File: config.mk
export PLATFORM = sky130hd
export DESIGN_NAME = lmsm_sequencer_flat
export DESIGN_NICKNAME = d
export VERILOG_FILES = /design/src/rtl/lmsm_sequencer_if.sv /design/src/rtl/lmsm_sequencer.sv /design/src/flat_wrapper.sv
export SDC_FILE = /design/constraint.sdc
export NUM_CORES = 1
export LEC_CHECK = 0
export ABC_AREA = 1
export BUFFER_PORTS_ARGS = -buffer_cell sky130_fd_sc_hd__buf_2
export CORE_MARGIN = 1.5
export CORE_UTILIZATION = 56
export CTS_CLUSTER_SIZE = 30
export DETAILED_ROUTE_END_ITERATION = 6
export GPL_TIMING_DRIVEN = 1
export PLACE_DENSITY = 0.88
export SYNTH_ARGS = -nofsm -noshare
export SYNTH_HDL_FRONTEND = slang
export SYNTH_SLANG_ARGS = --single-unit
File: constraint.sdc
create_clock -name clk -period 5.8 [get_ports clk]
set_clock_uncertainty 0.2 [all_clocks]
set_input_delay 0 -clock clk [delete_from_list [all_inputs] [get_ports clk]]
set_output_delay 0 -clock clk [all_outputs]
set_load 0.02 [all_outputs]
File: src/rtl/lmsm_sequencer_if.sv
// lmsm_sequencer_if: memory request/acknowledge bus between the LM/SM
// sequencer (master) and the memory port (slave).
interface lmsm_sequencer_if #(
    parameter int DW = 16,
    parameter int AW = 16
);
    logic          mem_req;
    logic          mem_we;
    logic [AW-1:0] mem_addr;
    logic [DW-1:0] mem_wdata;
    logic          mem_ack;
    logic [DW-1:0] mem_rdata;

    modport master (
        output mem_req, mem_we, mem_addr, mem_wdata,
        input  mem_ack, mem_rdata
    );

    modport slave (
        input  mem_req, mem_we, mem_addr, mem_wdata,
        output mem_ack, mem_rdata
    );
endinterface

File: src/rtl/lmsm_sequencer.sv
// lmsm_sequencer: load-multiple / store-multiple engine. Walks the set bits
// of a register mask (ascending or descending) and moves each register to or
// from consecutive memory words over a req/ack bus with variable latency.
// Optional feature macro: LMSM_WRITEBACK_EN -- adds a WB state that writes
// the final address (base +/- N) into register base_reg before DONE.
module lmsm_sequencer #(
    parameter int NREG = 8,
    parameter int DW   = 16,
    parameter int AW   = 16,
    localparam int LW  = $clog2(NREG)
) (
    input  logic             clk,
    input  logic             proc_rst,
    input  logic             start,
    input  logic             is_store,
    input  logic             dir_desc,
    input  logic [NREG-1:0]  reg_mask,
    input  logic [AW-1:0]    base_addr,
    input  logic [LW-1:0]    base_reg,
    output logic [LW-1:0]    rf_raddr,
    input  logic [DW-1:0]    rf_rdata,
    output logic             rf_wen,
    output logic [LW-1:0]    rf_waddr,
    output logic [DW-1:0]    rf_wdata,
    lmsm_sequencer_if.master bus,
    output logic             busy,
    output logic             done,
    output logic [LW:0]      xfer_count
);

    typedef enum logic [2:0] {S_IDLE, S_ISSUE, S_WAIT, S_WB, S_DONE} state_t;

`ifdef LMSM_WRITEBACK_EN
    localparam state_t LAST_STATE = S_WB;
`else
    localparam state_t LAST_STATE = S_DONE;
`endif

    state_t          state, state_nxt;
    logic [NREG-1:0] mask_rem;
    logic [NREG-1:0] mask_next;
    logic [AW-1:0]   addr_cur;
    logic            store_q;
    logic            desc_q;
    logic [LW-1:0]   idx;

`ifdef LMSM_WRITEBACK_EN
    logic [LW-1:0]   base_reg_q;
`else
    logic            unused_base_reg;
    assign unused_base_reg = ^base_reg;
`endif

    // Lowest set bit when ascending, highest when descending.
    function automatic logic [LW-1:0] pick_index(input logic [NREG-1:0] m, input logic desc);
        logic [LW-1:0] r;
        r = '0;
        for (int i = 0; i < NREG; i++) begin
            if (desc) begin
                if (m[i]) r = LW'(i);
            end else begin
                if (m[NREG-1-i]) r = LW'(NREG-1-i);
            end
        end
        return r;
    endfunction

    assign idx        = pick_index(mask_rem, desc_q);
    assign mask_next  = mask_rem & ~(NREG'(1) << idx);
    assign rf_raddr   = idx;

    // State register.
    always_ff @(posedge clk) begin
        if (proc_rst) state <= S_IDLE;
        else          state <= state_nxt;
    end

    // Next-state decode plus the state-derived busy/done flags.
    always_comb begin
        state_nxt = state;
        busy      = (state != S_IDLE);
        done      = (state == S_DONE);
        case (state)
            S_IDLE:  if (start) state_nxt = (reg_mask == '0) ? LAST_STATE : S_ISSUE;
            S_ISSUE: state_nxt = S_WAIT;
            S_WAIT:  if (bus.mem_ack) state_nxt = (mask_next == '0) ? LAST_STATE : S_ISSUE;
            S_WB:    state_nxt = S_DONE;
            S_DONE:  state_nxt = S_IDLE;
            default: state_nxt = S_IDLE;
        endcase
    end

    // Operation context, memory request registers and RF write-back port.
    always_ff @(posedge clk) begin
        if (proc_rst) begin
            mask_rem      <= '0;
            addr_cur      <= '0;
            store_q       <= 1'b0;
            desc_q        <= 1'b0;
            xfer_count    <= '0;
            bus.mem_req   <= 1'b0;
            bus.mem_we    <= 1'b0;
            bus.mem_addr  <= '0;
            bus.mem_wdata <= '0;
            rf_wen        <= 1'b0;
            rf_waddr      <= '0;
            rf_wdata      <= '0;
`ifdef LMSM_WRITEBACK_EN
            base_reg_q    <= '0;
`endif
        end else begin
            rf_wen <= 1'b0;
            case (state)
                S_IDLE: begin
                    if (start) begin
                        mask_rem   <= reg_mask;
                        addr_cur   <= base_addr;
                        store_q    <= is_store;
                        desc_q     <= dir_desc;
                        xfer_count <= '0;
`ifdef LMSM_WRITEBACK_EN
                        base_reg_q <= base_reg;
`endif
                    end
                end
                S_ISSUE: begin
                    bus.mem_req   <= 1'b1;
                    bus.mem_we    <= store_q;
                    bus.mem_addr  <= addr_cur;
                    bus.mem_wdata <= store_q ? rf_rdata : '0;
                end
                S_WAIT: begin
                    if (bus.mem_ack) begin
                        bus.mem_req <= 1'b0;
                        mask_rem    <= mask_next;
                        xfer_count  <= xfer_count + (LW+1)'(1);
                        addr_cur    <= desc_q ? addr_cur - AW'(1) : addr_cur + AW'(1);
                        if (!store_q) begin
                            rf_wen   <= 1'b1;
                            rf_waddr <= idx;
                            rf_wdata <= bus.mem_rdata;
                        end
                    end
                end
`ifdef LMSM_WRITEBACK_EN
                S_WB: begin
                    rf_wen   <= 1'b1;
                    rf_waddr <= base_reg_q;
                    rf_wdata <= DW'(addr_cur);
                end
`endif
                default: ;
            endcase
        end
    end

endmodule

File: src/flat_wrapper.sv
// flat-port wrapper written by rule: the top's interface ports become plain ports
module lmsm_sequencer_flat 
#(
    parameter int NREG = 8,
    parameter int DW   = 16,
    parameter int AW   = 16,
    localparam int LW  = $clog2(NREG)
)
  (clk, proc_rst, start, is_store, dir_desc, reg_mask, base_addr, base_reg, rf_raddr, rf_rdata, rf_wen, rf_waddr, rf_wdata, busy, done, xfer_count, bus_mem_req, bus_mem_we, bus_mem_addr, bus_mem_wdata, bus_mem_ack, bus_mem_rdata);
  lmsm_sequencer_if #(.DW(DW), .AW(AW)) bus_i ();
  input  logic clk;
  input  logic proc_rst;
  input  logic start;
  input  logic is_store;
  input  logic dir_desc;
  input  logic [NREG-1:0] reg_mask;
  input  logic [AW-1:0] base_addr;
  input  logic [LW-1:0] base_reg;
  output logic [LW-1:0] rf_raddr;
  input  logic [DW-1:0] rf_rdata;
  output logic rf_wen;
  output logic [LW-1:0] rf_waddr;
  output logic [DW-1:0] rf_wdata;
  output logic busy;
  output logic done;
  output logic [LW:0] xfer_count;
  output wire logic [$bits(bus_i.mem_req)-1:0] bus_mem_req;
  output wire logic [$bits(bus_i.mem_we)-1:0] bus_mem_we;
  output wire logic [$bits(bus_i.mem_addr)-1:0] bus_mem_addr;
  output wire logic [$bits(bus_i.mem_wdata)-1:0] bus_mem_wdata;
  input wire logic [$bits(bus_i.mem_ack)-1:0] bus_mem_ack;
  input wire logic [$bits(bus_i.mem_rdata)-1:0] bus_mem_rdata;
  assign bus_mem_req = bus_i.mem_req;
  assign bus_mem_we = bus_i.mem_we;
  assign bus_mem_addr = bus_i.mem_addr;
  assign bus_mem_wdata = bus_i.mem_wdata;
  assign bus_i.mem_ack = bus_mem_ack;
  assign bus_i.mem_rdata = bus_mem_rdata;
  lmsm_sequencer #(.NREG(NREG), .DW(DW), .AW(AW)) u_core (.clk(clk), .proc_rst(proc_rst), .start(start), .is_store(is_store), .dir_desc(dir_desc), .reg_mask(reg_mask), .base_addr(base_addr), .base_reg(base_reg), .rf_raddr(rf_raddr), .rf_rdata(rf_rdata), .rf_wen(rf_wen), .rf_waddr(rf_waddr), .rf_wdata(rf_wdata), .bus(bus_i), .busy(busy), .done(done), .xfer_count(xfer_count));
endmodule
# Word-level counts from Yosys, hierarchy flattened
# Index checks and enable logic that the tools add are counted.
dict set report op_classes {
  reduce_logical 12
  add_sub_neg 3
  shift 1
  n_bitwise 5
  muxes 42
  eq_ne 6
}
# op count
set ops {}
lappend ops {{3-bit 2-to-1 mux} 27}
lappend ops {{16-bit 2-to-1 mux} 4}
lappend ops {{16-bit case mux with 2 select lines} 1}
lappend ops {{16-bit by 1-bit adder with 16-bit output (second input constant)} 1}
lappend ops {{8-bit zero test} 2}
lappend ops {{8-bit 2-to-1 mux} 2}
lappend ops {{8-bit case mux with 2 select lines} 1}
lappend ops {{16-bit by 1-bit subtractor with 16-bit output (second input constant)} 1}
lappend ops {{3-bit case mux with 4 select lines} 1}
lappend ops {{8-bit bitwise AND} 1}
lappend ops {{4-bit 2-to-1 mux} 2}
lappend ops {{8-bit NOT} 1}
lappend ops {{4-bit case mux with 2 select lines} 1}
lappend ops {{1-bit by 3-bit << shifter with 8-bit output (first input constant)} 1}
lappend ops {{3-bit by 2-bit == test with 1-bit output (second input constant)} 2}
lappend ops {{2-bit AND reduction} 3}
lappend ops {{3-bit AND reduction} 2}
lappend ops {{4-bit by 1-bit adder with 4-bit output (second input constant)} 1}
lappend ops {{2-bit != test (second input constant)} 2}
lappend ops {{2-bit nonzero test} 2}
lappend ops {{3-bit by 1-bit == test with 1-bit output (second input constant)} 1}
lappend ops {{3-bit == test (second input constant)} 1}
lappend ops {{3-bit zero test} 1}
lappend ops {{1-bit NOT} 3}
lappend ops {{other kinds (4)} 5}
dict set report totals {
  regBits 87
  output_inout_bits 63
  word_cells 82
}

# Depth between registers and ports, before layout
# Gate-level depths: netlist of run 1.
dict set report depth {
  ltp_word 23
  mapped_depth 20
}

# Worst setup path before layout of run 1
# Ideal clock, no wire load.
dict set report synth_path {
  path_type {reg2reg}
  startpoint {register u_core.desc_q}
  endpoint {register u_core.addr_cur[10]}
  required_ps 5490
  stages_incl_launch_ff 16
  t_arrival_ps 2167
  setup_slack_ps 3322
  path_buffers 1
  path_cell_list {dfxtp_1 buf_6 inv_6 fa_1 inv_1 nand3_1 nand2_1 a21oi_1 o21ai_1 a21boi_1 inv_1 nand2_1 nand3_1 nand3_1 nand3_1 inv_1}
}
dict set report synth_between {
  elab_chain_cells 3
}
# element line_no
set synth_lines {}
lappend synth_lines {{start, declared} lmsm_sequencer.sv:44} ;# logic desc_q;
lappend synth_lines {{start signal, assigned} lmsm_sequencer.sv:119} ;# desc_q <= dir_desc;
lappend synth_lines {{16-bit 2-to-1 mux} lmsm_sequencer.sv:137} ;# addr_cur <= desc_q ? addr_cur - AW'(1) : addr_cur + AW'(1);
lappend synth_lines {{16-bit 2-to-1 mux} lmsm_sequencer.sv:133} ;# if (bus.mem_ack) begin
lappend synth_lines {{16-bit case mux with 2 select lines} lmsm_sequencer.sv:113} ;# case (state)
lappend synth_lines {{end signal, assigned} lmsm_sequencer.sv:117} ;# addr_cur <= base_addr;
lappend synth_lines {{end signal, assigned} lmsm_sequencer.sv:137}
lappend synth_lines {{end, declared} lmsm_sequencer.sv:42} ;# logic [AW-1:0] addr_cur;
# No other way between the ends. The select of a mux whose other input is x is not followed.
# A chain may end at the register's enable or synchronous reset.

# Worst setup path in the final report of run 1
dict set report layout_path {
  startpoint {register u_core.state[1]}
  endpoint {register u_core.rf_wdata[13]}
}
dict set report layout_between {
  elab_chain_cells 2
}
# element line_no
set layout_lines {}
lappend layout_lines {{start, declared} lmsm_sequencer.sv:39} ;# state_t state, state_nxt;
lappend layout_lines {{start signal, assigned} lmsm_sequencer.sv:75} ;# else state <= state_nxt;
lappend layout_lines {{3-bit by 2-bit == test with 1-bit output} lmsm_sequencer.sv:113}
lappend layout_lines {{3-bit AND reduction (no source line)} --}
lappend layout_lines {{end signal, assigned} lmsm_sequencer.sv:141} ;# rf_wdata <= bus.mem_rdata;
lappend layout_lines {{end, declared} lmsm_sequencer.sv:24} ;# output logic [DW-1:0] rf_wdata,
# No other way between the ends.

==> results of run 1 <==
==> per-stage QoR <==
step	setup slack (ps)	utilization, %	hold slack, ps
4_1_cts	2330	76.9	179
5_1_grt	1900	76.9	228
3_3_place_gp	2410	65.6	22.6
3_5_place_dp	2320	65.6	30.2
2_1_floorplan	3320	-	-65.1
6_report	2210	76.9	200
==> area by class of cell <==
type / count / area [sq um]
multi-input combinational: 458 / 2350
fill: 500 / 1770
sequential: 87 / 1740
timing repair buffer: 189 / 1270
inverter: 47 / 181
clock buffer: 10 / 138
tap: 102 / 128
clock inverter: 6 / 73.8
==> sequential cells by signal, indices dropped and copies added (netlist names) <==
| name | cells |
|---|---|
| u_core.addr_cur | 16 |
| u_core.bus.mem_addr | 16 |
| u_core.bus.mem_wdata | 16 |
| u_core.rf_wdata | 16 |
| u_core.mask_rem | 8 |
| u_core.xfer_count | 4 |
| u_core.rf_waddr | 3 |
| u_core.state | 3 |
| u_core.bus.mem_req | 1 |
| u_core.bus.mem_we | 1 |
| u_core.desc_q | 1 |
| u_core.rf_wen | 1 |
| u_core.store_q | 1 |
==> worst min-delay path by stage <==
stage,start,to,slack (ps),cells past startpoint
2_1_floorplan,bus_mem_rdata[13],u_core.rf_wdata[13],-70,2
3_3_place_gp,bus_mem_rdata[0],u_core.rf_wdata[0],20,3
3_5_place_dp,bus_mem_rdata[0],u_core.rf_wdata[0],30,3
4_1_cts,bus_mem_rdata[0],u_core.rf_wdata[0],180,4
5_1_grt,bus_mem_rdata[0],u_core.rf_wdata[0],230,4
6_report,bus_mem_rdata[5],u_core.rf_wdata[5],200,4
==> repair_timing <==
| item | 4_1_cts | 5_1_grt |
|---|---|---|
| hold buffers | 65 | 0 |
| endpoints found under the hold margin | 66 | 0 |
| setup buffers | 0 | 0 |
==> cells in the mapped netlist (all sizes together) (5+ instances only) <==
library cell  instances  area, sq um
nand2               132          543
dfxtp                87         1740
nor2                 84          325
a21oi                66          330
o21ai                57          285
inv                  46          178
nand3                42          215
clkbuf               23         86.3
ha                   15          188
o211ai               11         82.6
a31oi                 7         43.8
buf                   7         38.8
nor3                  6         30.0
or2                   6         37.5
nand4                 5         31.3
==> cell families (layout without fill, tap and decap cells) <==
kind of cell | after synthesis | count (layout) | synth area share [%]
xor gates and xnor gates | 6 | 6 | 1.20
and+or+nand+nor | 279 | 279 | 27.8
adders and majority gates | 16 | 16 | 4.72
AOI/OAI and AO/OA | 157 | 157 | 19.7
buffers and inverters | 77 | 252 | 6.97
DFF | 87 | 87 | 39.6
==> routing by layer <==
layer	routed length, um	track usage, %	vias up
li1	-	-	2410
met1	5250	36.8	2300
met2	6540	55.3	284
met3	1000	7.37	82
met4	722	19.1	0
met5	0	0	-
==> where the power goes <==
group	switching (mW)	total, mW	leakage (nW)	internal (mW)
combinational	0.544	0.840	2.05	0.296
sequential	0.0827	0.769	0.710	0.686
clock	0.238	0.455	0.108	0.217
total	0.865	2.06	2.87	1.20
==> worst max-delay path, cell delays in order, from the launching register on <==
cell	delay [ps]
dfxtp_1	400
nand3_1	620
nor2_1	500
inv_2	90
nor2_1	920
inv_2	380
nor2_1	260
nor2_1	90
==> key figures, run 1 <==
Power
  – Leak: 2.87 nW
  – Worst vdd rail ir drop: around 0.00025 V
  – Tot Pwr: 2.06 mW
  – Power per cell area: 351 nW/um^2

Floorplanning
  – Die area: 8390 sq um
  – Starting Density: 57.5%
  – IO Pins: between 100 and 150
  – Die Y: 91.6 um
  – Die Width: 91.6 um
  – Core box area: 7650 sq um
  – Std-Cell Rows: 32

Cells and area
  – Most common cell after layout, fill and taps aside: buf_2
  – Diode count: 0
  – Layout cell share with drive strength beyond 1: a little over a fifth
  – Highest-count cells in the layout ignoring fill and taps: 124 x buf_2, 119 x nand2_1, 87 x dfxtp_1
  – Design Area, Final: 5880 sq um
  – Layout area overhead: 33.8%
  – Nets: 873
  – Finished Layout Cells: 899

Logic synthesis
  – Yosys warnings: 0
  – Ys async rst share: 0%
  – Cells after Synth: between 600 and 700
  – Syn avg cell area: between 7 and 8 sq um
  – Post-synth EDFFs: 0
  – Cell variety after synth: 42
  – Register area share after synthesis: between 30 and 40%
  – Post-Syn Area: 4400 sq um
  – Top_reg_cell synth: dfxtp_1
  – #FFs+latches synth: 87
  – Net count after synthesis: approximately 700

CTS
  – CTS buffer count: 9
  – Htree depth: 3
  – Clock transition at path regs: 90 ps
  – Post-cts sizing count: 0
  – Clk_lat worst skew: ~370 ps
  – CTS Buffer Depth: 2
  – CTS tree: built
  – Clock Sink Count: 87
  – Root Driver: clkbuf_8

Placed design
  – Dpl cell area: 5020 sq um
  – Final Wtd Congestion: 0.954
  – Post-placement cell count: 818
  – Input/output buffers: 124
  – Final HPWL DP: approximately 8 mm

GRT
  – Vias in the first global route: 4856
  – Initial antenna violation count: 0
  – Largest net degree at the start of global routing: 48
  – First-pass GRT wire length: 21.9 mm
  – GR Util All Layers: 32.4%
  – Gr ovfl total: 0

STA
  – TNS Setup: 0 ps
  – RSZ-0062 raised after global routing: false
  – Period utilisation layout: between 60% and 70%
  – Slew Limit Fails: 0
  – Final Hold Viols: 0
  – Final min period: 3590 ps
  – Maximum clock rate: between 200 and 300 MHz
  – Final setup viols: 0
  – Slew margin rel.: between 10% and 20%
  – Worst Tran Pin Value: 1230 ps

Routing
  – Via count: approximately 5100
  – Iteration-0 DRC Markers: 409
  – Routed vias/inst: between 5 and 6
  – ANT nets after route: 0
  – DR pass1 iterations: 6
  – DRC: 0
  – Routed wire length: 13.5 mm
  – WL per Instance: 15.0 um

Worst setup path
  – Worst r2r src: u_core.state[1]
  – CP Launch Type: flop
  – R2R depth: 7
  – Setup CP Type: flop to flop
  – Worst R2R End: u_core.rf_wdata[13]
  – Arrival @ worst endpoint: ~3600 ps
  – Flop-to-flop setup slack: approximately 2200 ps
  – CP endpoint: u_core.rf_wdata[13]
  – Req. time, crit path: 5850 ps
  – Crit-path max FO: 22
  – Critical Path End Type: flop
  – Crit path launch: u_core.state[1]

Flow run
  – Max-cap viol count: 0

Hold path
  – Hold Path Class: input pin to flop

Run status
  – Outcome: completed
Note: power is estimated with default switching activity, not from simulation.
==> run 2: changes to the inputs <==
- CORE_UTILIZATION: 56 -> 47
- PLACE_DENSITY: 0.88 -> 0.79
- clock period: 5.8 -> 3.09 ns (I/O delays scaled with it)
==> run 2 against run 1 <==
Net effect:
- first-iteration DRC count shrank 32%
- combinational power grew 92%
- cell count grew 2.4%
- register-to-register slack lost 1800 ps
- flip-flop and latch count is the same
- core utilization shrank 11 points
- non-clock buffer count grew 14
- count of clock-buffer cells in the layout shrank 1
- routed wire length shrank 0.58%
- fmax grew 34%
- global-route usage shrank 5.3 points
- via count shrank 1.8%
- critical path type unchanged
- largest cell class unchanged
==> key figures, run 2 (synthesis results as in run 1) <==
Run status
  – Outcome: completed

Worst setup path
  – Req. time, crit path: ~3100 ps
  – Crit-path max FO: 12
  – Crit path buf inv count: 2
  – CP Cell Sequence: buf_4, buf_4, nor2_1, nor2_1, nand2_2, a21oi_1, nand3_1, nand2_1, nand2_2, nor2_2, nand2_1, nand2_1, nand2_1, nand2_1, nor2_1
  – Crit path launch: u_core.desc_q
  – Top Family by Delay on Critical Path: simple AND/OR/NAND/NOR gates
  – Crit-path most repeated cell: nand2_1
  – Setup CP Type: flop to flop
  – Worst r2r src: u_core.desc_q
  – Slowest stage delay, CP: ~600 ps
  – Critical Path End Type: flop
  – Arrival @ worst endpoint: 2720 ps
  – CP Launch Type: flop
  – CP max-delay cell: dfxtp_1

STA
  – Slew Limit Fails: 0
  – Hold Slack: 195 ps
  – Final min period: approximately 2700 ps
  – Final Hold Viols: 0
  – Worst Tran Pin Value: between 800 and 900 ps
  – RSZ-0062 raised after global routing: false
  – TNS Setup: 0 ps
  – Maximum clock rate: approximately 370 MHz
  – Period utilisation layout: 86.7%
  – Slew margin rel.: 43.3%
  – Final setup viols: 0

Hold path
  – Worst Min Path Start: bus_mem_rdata[8]
  – Hold Path Class: input pin to flop

Power
  – Worst vdd rail ir drop: 0.000441 V
  – Leak: 2.94 nW
  – Power per cell area: 652 nW/um^2
  – Tot Pwr: slightly below 4 mW

Cells and area
  – Most common cell after layout, fill and taps aside: buf_2
  – Highest-count cells in the layout ignoring fill and taps: 124 x buf_2, 119 x nand2_1, 87 x dfxtp_1
  – Finished Layout Cells: 921
  – Final core utilization: 65.7%
  – Layout area overhead: 36.7%
  – Layout cell share with drive strength beyond 1: 22.5%
  – Diode count: 0
  – Filler Cell Count: 739
  – Nets: 887

CTS
  – Post-cts sizing count: 0
  – Clock Sink Count: 87
  – CTS Buffer Depth: 2
  – Htree depth: 3
  – Post-CTS Setup Bufs: 0
  – Clock transition at path regs: 90 ps
  – CTS tree: built
  – Clk_lat worst skew: 360 ps
  – Root Driver: clkbuf_8
  – CTS buffer count: 9

Routing
  – WL per Instance: 14.6 um
  – Iteration-0 DRC Markers: 277
  – Via count: 4987
  – Routed vias/inst: 5.41
  – DRC: 0
  – Routed wire length: 13.4 mm
  – ANT nets after route: 0
  – DR pass1 iterations: 5

Floorplanning
  – Die Y: between 90 and 100 um
  – Starting Density: 48.0%
  – IO Pins: between 100 and 150
  – Die Width: 99.7 um
  – Die area: 9940 sq um
  – Std-Cell Rows: 35
  – Core box area: approximately 9000 sq um

GRT
  – GR Util All Layers: ~27%
  – Largest net degree at the start of global routing: 40
  – Initial antenna violation count: 0
  – Gr ovfl total: 0
  – Vias in the first global route: 4620
  – First-pass GRT wire length: 21.5 mm

Placed design
  – Final Wtd Congestion: 0.897
  – Input/output buffers: 124
  – Final HPWL DP: approximately 8.5 mm
  – Post-placement cell count: about 840

Flow run
  – Max-cap viol count: 0
[run 2: changes by cell type in the layout (fill, tap and decap cells not counted), sizes merged]
cell,change
bufinv,+1
clkinvlp,+1
clkbuf,-1
inv,-2
buf,+11
dlygate4sd3,+3
[run 2: cell type report]
type | count | area, sq um | share of cell area (%)
flip-flops and latches | 87 | 1740 | 29.0
clock buffers | 9 | 124 | 2.06
inverters | 47 | 181 | 3.02
clock inverters | 6 | 93.8 | 1.56
multi-input cells | 458 | 2350 | 39.1
well taps | 111 | 139 | 2.31
repair buffers | 203 | 1380 | 23.0
[run 2: power by group]
group	switching, mW	internal (mW)
clock network	0.428	0.457
logic	1.02	0.586
registers	0.138	1.29
total	1.59	2.33
[run 2: layer usage]
metal  global-route usage (%)  vias up  share of wire, %
met5                        0        -                 0
met1                     32.8     2310                43
li1                         -     2446                 -
met4                     11.7        0               2.9
met2                     47.3      193                50
met3                     4.71       38               4.9
[run 2: path summary, 6_finish.rpt]
kind	endpoint	slack [ps]	cells past startpoint
worst max-delay path	u_core.state[0]	410	15
worst min-delay path	u_core.rf_wdata[8]	200	4
worst max register to register	u_core.state[0]	410	15
worst min register to register	u_core.bus.mem_wdata[3]	260	2
[run 2: what timing repair did]
action	CTS	global route
endpoints found under the setup margin	0	0
endpoints found under the hold margin	67	0
hold buffers	68	0
[run 2: through the flow]
| step | cell area (sq um) | setup slack [ps] |
|---|---|---|
| after CTS | 6010 | 456 |
| after global routing | 6010 | 177 |
| after global placement | 5110 | 527 |
| after detailed placement | 5110 | 491 |
| final | 6010 | 412 |
| after floorplan | 4400 | 612 |
[run 2: worst min-delay path: cells and delay by family]
family | cells | cell delay (ps)
buffers and inverters | 2 | 610
AND/OR/NAND/NOR | 2 | 110
==> run 3: changes to the inputs <==
- REMOVE_ABC_BUFFERS: default -> 1
==> run 3 against run 2 <==
Net effect:
- largest cell class unchanged
- critical endpoint is now u_core.addr_cur[14]
- count of clock-buffer cells in the layout unchanged
- cell count rose by 2.1%
- die area unchanged
==> key figures, run 3 (synthesis results as in run 1) <==
Floorplanning
  – IO Pins: 128
  – Die Y: approximately 100 um
  – Die area: around 10000 sq um
  – Core box area: 9150 sq um
  – Std-Cell Rows: 35
  – Die Width: 99.7 um
  – Starting Density: 48.0%

CTS
  – CTS buffer count: 9
  – Clock Sink Count: a little under 90
  – Clk_lat worst skew: 360 ps
  – Htree depth: 3
  – CTS Buffer Depth: 2
  – Post-CTS Setup Bufs: 0
  – CTS tree: built
  – Root Driver: clkbuf_8
  – Clock transition at path regs: 100 ps

Placed design
  – Dpl cell area: 5110 sq um
  – Final HPWL DP: about 7.9 mm
  – Final Wtd Congestion: between 0.9 and 1
  – Input/output buffers: 124
  – Post-placement cell count: 836
  – Setup WS pre-CTS: 565 ps

Routing
  – DRC: 0
  – Routed wire length: 12.8 mm
  – Iteration-0 DRC Markers: 180
  – ANT nets after route: 0
  – Routed vias/inst: 5.31
  – DR pass1 iterations: 5
  – WL per Instance: 13.7 um
  – Via count: 4996

Power
  – Clock share of power: 21.9%
  – Leak: 3.07 nW
  – Register share of total power: 36.1%
  – Sw Pwr: 1.62 mW
  – Worst vdd rail ir drop: ~0.00034 V
  – Switching Share: 41.2%
  – Pint: 2.31 mW
  – Power per cell area: 630 nW/um^2
  – Comb pwr share: 42.0%

GRT
  – Initial antenna violation count: 0
  – Gr ovfl total: 0
  – Largest net degree at the start of global routing: 48
  – Met3 Track Usage GR: under 10%
  – Vias in the first global route: 4795
  – GR Util All Layers: 25.2%
  – Routing usage on met2: 45.1%
  – Met1 Use GR: a little under a third
  – First-pass GRT wire length: 20.7 mm
  – GRT Max-Usage Layer: met2

Worst setup path
  – Crit path buf inv count: 5
  – Flop-to-flop setup slack: 210 ps
  – CP max-delay cell: dlygate4sd3_1
  – Worst r2r src: u_core.desc_q
  – Critical Path End Type: flop
  – Top Family by Delay on Critical Path: buffers and inverters
  – Arrival @ worst endpoint: between 2000 and 3000 ps
  – CP Launch Type: flop
  – Crit path launch: u_core.desc_q
  – Setup CP Type: flop to flop
  – Req. time, crit path: 3140 ps
  – Crit-path max FO: 12
  – CP Cell Sequence: buf_12, inv_6, fa_1, inv_1, nand3_1, nand2_2, a21oi_1, inv_1, nand4_1, nand3_1, nand2_1, o221ai_1, a21oi_1, dlygate4sd3_1
  – Slowest stage delay, CP: 580 ps

STA
  – TNS Setup: 0 ps
  – Final min period: 2880 ps
  – Period utilisation layout: between 90% and 100%
  – Final Hold Viols: 0
  – Smallest setup slack after layout: roughly 210 ps
  – Slew margin rel.: 52.7%
  – RSZ-0062 raised after global routing: false
  – Final setup viols: 0
  – Maximum clock rate: ~350 MHz
  – Worst Tran Pin Value: 708 ps
  – Slew Limit Fails: 0

Cells and area
  – Diode count: 0
  – Highest-count cells in the layout ignoring fill and taps: 124 x buf_2, 118 x nand2_1, 87 x dlygate4sd3_1
  – Layout area overhead: 41.7%
  – Nets: ~900
  – Layout cell share with drive strength beyond 1: 22.2%
  – Design Area, Final: slightly above 6000 sq um
  – Most common cell after layout, fill and taps aside: buf_2
  – Finished Layout Cells: 940

Hold path
  – Hold Path Class: input pin to flop
  – Worst Min Path Start: bus_mem_rdata[1]

Flow run
  – Max-cap viol count: 0

Run status
  – Outcome: completed
==> run 3: power by group through the flow <==
stage | Sequential (mW) | Clock, mW | Combinational (mW)
after floorplan | 1.53 | 0 | 0.950
after global placement | 1.42 | 0 | 1.47
final | 1.42 | 0.859 | 1.65
after CTS | 1.41 | 0.876 | 1.61
after detailed placement | 1.43 | 0 | 1.50
after global routing | 1.44 | 0.910 | 1.84
==> run 3: stage by stage <==
stage | hold slack [ps] | power, mW | util (%)
after floorplan | -133 | 2.48 | -
final | 189 | 3.92 | 68.1
after global routing | 201 | 4.19 | 68.1
after CTS | 175 | 3.89 | 67.6
after detailed placement | 31.0 | 2.94 | 55.8
after global placement | 21.1 | 2.90 | 55.8
==> run 3: repair_timing <==
item | CTS | global route
resized for setup | 0 | 5
hold buffers | 87 | 0
hold endpoints to repair | 68 | 0
endpoints found under the setup margin | 0 | 1
==> run 3: layout make-up <==
cell class / count / area [sq um]
Clock buffer: 9 / 124
Clock inverter: 7 / 83.8
Fill cell: 747 / 2920
Inverter: 47 / 181
Multi-Input combinational cell: 458 / 2350
Sequential cell: 87 / 1740
Tap cell: 111 / 139
Timing Repair Buffer: 221 / 1610
==> run 3: path summary, 6_finish.rpt <==
path | endpoint | cells past startpoint
min reg2reg | u_core.bus.mem_req | 2
max reg2reg | u_core.addr_cur[14] | 14
max | u_core.addr_cur[14] | 14
min | u_core.rf_wdata[1] | 4
==> run 3: layer usage <==
metal	wire length, um	vias to the layer above
met2	6340	173
met5	0	-
met1	5510	2309
li1	-	2490
met4	255	0
met3	731	24
==> run 3: tightest hold or removal path, delay by kind of cell <==
family        cells  cell delay [ps]
buf+inv           2              610
simple gates      2              120
